File: config.mk
export PLATFORM = sky130hd
export DESIGN_NAME = bus_arbiter_n
export DESIGN_NICKNAME = d
export VERILOG_FILES = /design/src/rtl/bus_arbiter_n_pkg.sv /design/src/rtl/bus_arb_picker.sv /design/src/rtl/bus_arbiter_n.sv
export SDC_FILE = /design/constraint.sdc
export NUM_CORES = 1
export LEC_CHECK = 0
export BUFFER_PORTS_ARGS = -buffer_cell sky130_fd_sc_hd__clkbuf_2
export CORE_AREA = 3 3 108 110
export DETAILED_ROUTE_END_ITERATION = 12
export DIE_AREA = 0 0 111 113
export HOLD_SLACK_MARGIN = 0.05
export PLACE_DENSITY = 0.57
export SYNTH_ARGS = -nofsm -noshare
export SYNTH_HDL_FRONTEND = slang
export SYNTH_SLANG_ARGS = --single-unit
File: constraint.sdc
create_clock -name clk -period 3.1 [get_ports clk]
set_input_delay 0.62 -clock clk [delete_from_list [all_inputs] [get_ports clk]]
set_output_delay 0.62 -clock clk [all_outputs]
set_load 0.005 [all_outputs]
File: src/rtl/bus_arbiter_n_pkg.sv
// Shared types for the N-master Avalon-MM bus arbiter.
package bus_arbiter_n_pkg;

    typedef logic [31:0] word;
    typedef logic [3:0]  nibble;

    typedef enum logic {
        ARB_RR,
        ARB_FIXED
    } arb_mode_t;

endpackage

File: src/rtl/bus_arb_picker.sv
// Combinational winner selection: rotate the request vector past the owner,
// priority-encode, then map the rotated position back to a master index.
module bus_arb_picker
    import bus_arbiter_n_pkg::*;
#(
    parameter int NUM_MASTERS = 2,
    parameter int IDX_W       = 1
) (
    input  logic [NUM_MASTERS-1:0] req,
    input  logic [IDX_W-1:0]       base,
    input  arb_mode_t              mode,
    output logic [IDX_W-1:0]       winner,
    output logic                   valid
);

    logic [NUM_MASTERS-1:0]   masked;
    logic [NUM_MASTERS-1:0]   rotated;
    logic [2*NUM_MASTERS-1:0] doubled;
    logic [IDX_W-1:0]         shift;
    logic [IDX_W-1:0]         pos;
    logic [IDX_W:0]           sum;

    // The owner never competes against itself; only the others are candidates.
    generate
        for (genvar gi = 0; gi < NUM_MASTERS; gi++) begin : g_mask
            assign masked[gi] = req[gi] && (base != IDX_W'(gi));
        end
    endgenerate

    always_comb begin
        shift = '0;
        if (mode == ARB_RR) begin
            shift = (base == IDX_W'(NUM_MASTERS - 1)) ? '0 : base + 1'b1;
        end
    end

    assign doubled = {masked, masked} >> shift;
    assign rotated = doubled[NUM_MASTERS-1:0];

    always_comb begin
        valid = 1'b0;
        pos   = '0;
        for (int j = NUM_MASTERS - 1; j >= 0; j--) begin
            if (rotated[j]) begin
                valid = 1'b1;
                pos   = IDX_W'(j);
            end
        end
    end

    always_comb begin
        sum = {1'b0, pos} + {1'b0, shift};
        if (sum >= (IDX_W+1)'(NUM_MASTERS)) begin
            sum = sum - (IDX_W+1)'(NUM_MASTERS);
        end
        winner = sum[IDX_W-1:0];
    end

endmodule

File: src/rtl/bus_arbiter_n.sv
// N-master to 1-slave Avalon-MM arbiter with registered grant, round-robin or
// fixed priority, and a per-owner run limit. Read data is broadcast.
module bus_arbiter_n
    import bus_arbiter_n_pkg::*;
#(
    parameter int        NUM_MASTERS = 2,
    parameter arb_mode_t ARB_MODE    = ARB_RR,
    parameter int        MAX_RUN     = 4,
    localparam int       IDX_W       = (NUM_MASTERS > 1) ? $clog2(NUM_MASTERS) : 1
) (
    input  logic                   clk,
    input  logic                   rst_n,
    input  word                    m_address    [NUM_MASTERS],
    input  logic [NUM_MASTERS-1:0] m_read,
    input  logic [NUM_MASTERS-1:0] m_write,
    input  word                    m_writedata  [NUM_MASTERS],
    input  nibble                  m_byteenable [NUM_MASTERS],
    output logic [NUM_MASTERS-1:0] m_waitrequest,
    output word                    m_readdata,
    output word                    avl_address,
    output logic                   avl_read,
    output logic                   avl_write,
    output word                    avl_writedata,
    output nibble                  avl_byteenable,
    input  word                    avl_readdata,
    input  logic                   avl_waitrequest,
    output logic [IDX_W-1:0]       grant_idx
);

    localparam int CNT_W = (MAX_RUN > 2) ? $clog2(MAX_RUN) : 1;
    localparam logic [CNT_W-1:0] RUN_LAST = CNT_W'((MAX_RUN > 0) ? MAX_RUN - 1 : 0);

    logic [IDX_W-1:0]       owner_reg;
    logic [CNT_W-1:0]       run_cnt_reg;
    logic                   switch_reg;
    logic [NUM_MASTERS-1:0] req;
    logic [IDX_W-1:0]       winner;
    logic                   others;
    logic                   live;
    logic                   owner_req;
    logic                   done;
    logic                   last_run;
    logic                   handover;

    assign req = m_read | m_write;

    bus_arb_picker #(
        .NUM_MASTERS (NUM_MASTERS),
        .IDX_W       (IDX_W)
    ) u_picker (
        .req    (req),
        .base   (owner_reg),
        .mode   (ARB_MODE),
        .winner (winner),
        .valid  (others)
    );

    // During the switch bubble the new owner is registered but not yet on the bus.
    assign live      = rst_n && !switch_reg;
    assign owner_req = req[owner_reg] && !switch_reg;
    assign done      = owner_req && !avl_waitrequest;
    assign last_run  = (MAX_RUN != 0) && (run_cnt_reg == RUN_LAST);
    assign handover  = !switch_reg && others && (!req[owner_reg] || (done && last_run));

    always_ff @(posedge clk or negedge rst_n) begin
        if (!rst_n) begin
            owner_reg   <= '0;
            run_cnt_reg <= '0;
            switch_reg  <= 1'b0;
        end else begin
            switch_reg <= handover;
            if (handover) begin
                owner_reg   <= winner;
                run_cnt_reg <= '0;
            end else if (done && !last_run && (MAX_RUN != 0)) begin
                run_cnt_reg <= run_cnt_reg + 1'b1;
            end
        end
    end

    assign avl_address    = m_address[owner_reg];
    assign avl_writedata  = m_writedata[owner_reg];
    assign avl_byteenable = m_byteenable[owner_reg];
    assign avl_read       = live && m_read[owner_reg];
    assign avl_write      = live && m_write[owner_reg];
    assign m_readdata     = avl_readdata;
    assign grant_idx      = owner_reg;

    generate
        for (genvar gi = 0; gi < NUM_MASTERS; gi++) begin : g_port
            assign m_waitrequest[gi] = !(live && (owner_reg == IDX_W'(gi))) || avl_waitrequest;

            a_no_rw : assert property (@(posedge clk) disable iff (!rst_n)
                !(m_read[gi] && m_write[gi]));
        end
    endgenerate

endmodule
==> results by group <==
Status
  • Status: finished clean

Route
  • Routed WL: between 5000 and 6000 um
  • Iteration count of the initial detailed-routing pass: 4
  • Starting DRT DRC Count: 48
  • Via count: around 1800
  • Post-DR wirelength/cell: 12.7 um
  • Antenna Nets Post-Route: 0
  • Number of vias per cell: between 3 and 4
  • DR DRC count: 0

Worst setup path
  • Crit Path Class: flip-flop to output pin
  • RR Startpoint: grant_idx
  • Top delay family on crit path: flip-flops
  • Data required time at the worst endpoint: ~2500 ps
  • CP Launch Type: flip-flop
  • Crit path DAT: 1880 ps
  • Crit path largest cell delay: 1020 ps
  • Worst-path cell chain: inv_1 -> or3_1 -> clkbuf_2
  • R2R Setup Slk: 890 ps
  • CP Capture Type: output pin
  • WP buf/inv: 2
  • Slowest cell on crit path: dfrtp_4
  • R2R cell count: 3
  • CP Max Fanout: 79
  • Capture point of the worst reg-to-reg path: switch_reg

CTS
  • H-tree depth: 1
  • Clock-pin slew on the worst setup and hold paths: 30 ps
  • Clock Latency Late Sink: 220 ps
  • CTS sink count: 4
  • CTS tree: built
  • Total CTS buffers: 3
  • Setup repair bufs after CTS: 0
  • Clock buffer depth: 2
  • Root buffer selected by CTS: clkbuf_8
  • Cts repair resizes: 0
  • Post-CTS Hold Fix Bufs: 0

STA
  • Unrepaired setup endpoints after global routing: no
  • Highest clock rate: between 400 and 500 MHz
  • Min cycle time layout: between 2000 and 2500 ps
  • Finish-stage setup viols: 0
  • Worst-Margin Slew: 938 ps
  • Worst slew margin: 37.4%
  • Final hold viol count: 0
  • Setup WS post-layout: 603 ps
  • Worst clock skew: 1.47 ps
  • Pins Over Slew Limit: 0
  • Setup_tns: 0 ps
  • Tcrit/Tclk final: 80.6%

Cells and area
  • Commonest non-fill, non-tap cells in the layout: clkbuf_2 (215), mux2_2 (68), nor2_1 (4)
  • Final Non-Filler Cells: roughly 460
  • Largest register FFs: 2
  • Fillers: 1191
  • Ant diodes: 0
  • Fraction of layout cells with a size suffix above 1: 90.4%
  • Layout Nets: 499
  • Area Overhead vs Synth: 75.6%
  • Commonest non-fill, non-tap cell in the layout: clkbuf_2

Synthesis
  • Yosys cell types: 24
  • Yosys top cell by area: mux2_2
  • Syn. warnings: 0
  • Syn Std Cell Area: about 1400 um^2
  • Synthesized net count: 319
  • Sequential area share after synthesis: 7.39%
  • Syn_area_per_cell: between 9 and 10 um^2
  • Async SR Flop Fraction: 100%
  • Post-synthesis cell count: 143
  • EDFF count, synth: 0
  • Synth area leaders: mux2_2 (57%), buf_4 (18%), dfrtp_1 (7.4%)
  • Synth top area share: between 50% and 60%
  • Post-synthesis register bit count: 4
  • Ys flop type: dfrtp_1

Floorplan
  • Boundary pin count: 280
  • Die outline width: 111 um
  • Core Region: 10800 um^2
  • Die Y: roughly 110 um
  • Initial Util: 12.5%
  • Die Footprint: 12500 um^2
  • FP Rows: 38

Pwr
  • Cell area power density: 484 nW/um^2
  • Net Sw Power: roughly 0.44 mW
  • Clk pwr share: 9.9%
  • Max VDD drop: 0.809 mV
  • Static leakage: between 1 and 1.5 nW
  • Internal power: 0.709 mW
  • Register share of total power: 20.0%
  • Logic gate share of total power: about 70%
  • Switching Share: between 30% and 40%

Placed design
  • PortBufs: 215
  • Gp weighted congestion: 0.742
  • Placed Cells: 458
  • Hpwl dp: 5300 um
  • Setup Slack @ Placement: between 800 and 900 ps

Job
  • Max-cap viol count: 0

Global routing
  • All-layer global routing usage: 8.42%
  • Grt ovf: 0
  • Largest net degree at the start of global routing: 80
  • Vias in the first global route: 1770
  • First-pass GRT wire length: 8870 um
  • Initial antenna violation count: 1

Min path
  • Worst min path class: input port to async pin
## metal layers
metal | global-route usage, % | routed length, um
met5 | 0 | 13
met2 | 14.6 | 2900
met4 | 1.15 | 59
met1 | 10.2 | 2260
met3 | 3.21 | 650
## cell usage after synthesis (2+ instances only)
cell	number
o31ai_1	2
mux2i_1	2
buf_4	32
or4_1	2
nand2b_1	2
or3_1	2
dfrtp_1	4
a211oi_1	2
nor2_1	4
a2111oi_0	2
mux2_2	68
buf_2	5
or2_2	3
inv_1	2
buf_1	2
## cells by family after synthesis
family | after synthesis | synth area share, %
fa+ha+maj | 1 | 0.924
flops | 4 | 7.39
simple gates | 17 | 7.58
mux | 70 | 58.0
compound gates | 9 | 5.08
buf+inv | 42 | 21.0
## metrics by stage
step	area, um^2	hold WS [ps]	power (mW)	util, %
2_1_floorplan	1350	324	0.701	-
3_3_place_gp	2330	436	1.03	21.6
3_5_place_dp	2330	439	1.05	21.6
4_1_cts	2380	208	1.17	22.0
5_1_grt	2380	206	1.26	22.0
6_report	2380	211	1.15	22.0
## cell type report
| type | count | area (um^2) | share of cell area, % |
|---|---|---|---|
| timing repair buffer | 215 | 1080 | 45.3 |
| multi-input combinational | 97 | 970 | 40.8 |
| tap | 140 | 175 | 7.37 |
| sequential | 4 | 104 | 4.37 |
| clock buffer | 4 | 45.0 | 1.89 |
| inverter | 2 | 7.51 | 0.316 |
## power groups by stage
| stage | clock network, mW | logic [mW] | registers, mW |
|---|---|---|---|
| final | 0.114 | 0.807 | 0.230 |
| after global routing | 0.125 | 0.884 | 0.252 |
| after floorplan | 0 | 0.612 | 0.0885 |
| after detailed placement | 0 | 0.815 | 0.237 |
| after global placement | 0 | 0.807 | 0.225 |
| after CTS | 0.119 | 0.820 | 0.235 |
## worst max-delay path by stage
| stage | start | to | cells past startpoint |
|---|---|---|---|
| floorplan | grant_idx | avl_byteenable[0] | 3 |
| global placement | grant_idx | m_waitrequest[1] | 3 |
| detailed placement | grant_idx | m_waitrequest[1] | 3 |
| CTS | grant_idx | m_waitrequest[1] | 3 |
| global route | grant_idx | m_waitrequest[1] | 3 |
| finish | grant_idx | m_waitrequest[1] | 3 |
Note: power is estimated with default switching activity, not from simulation.
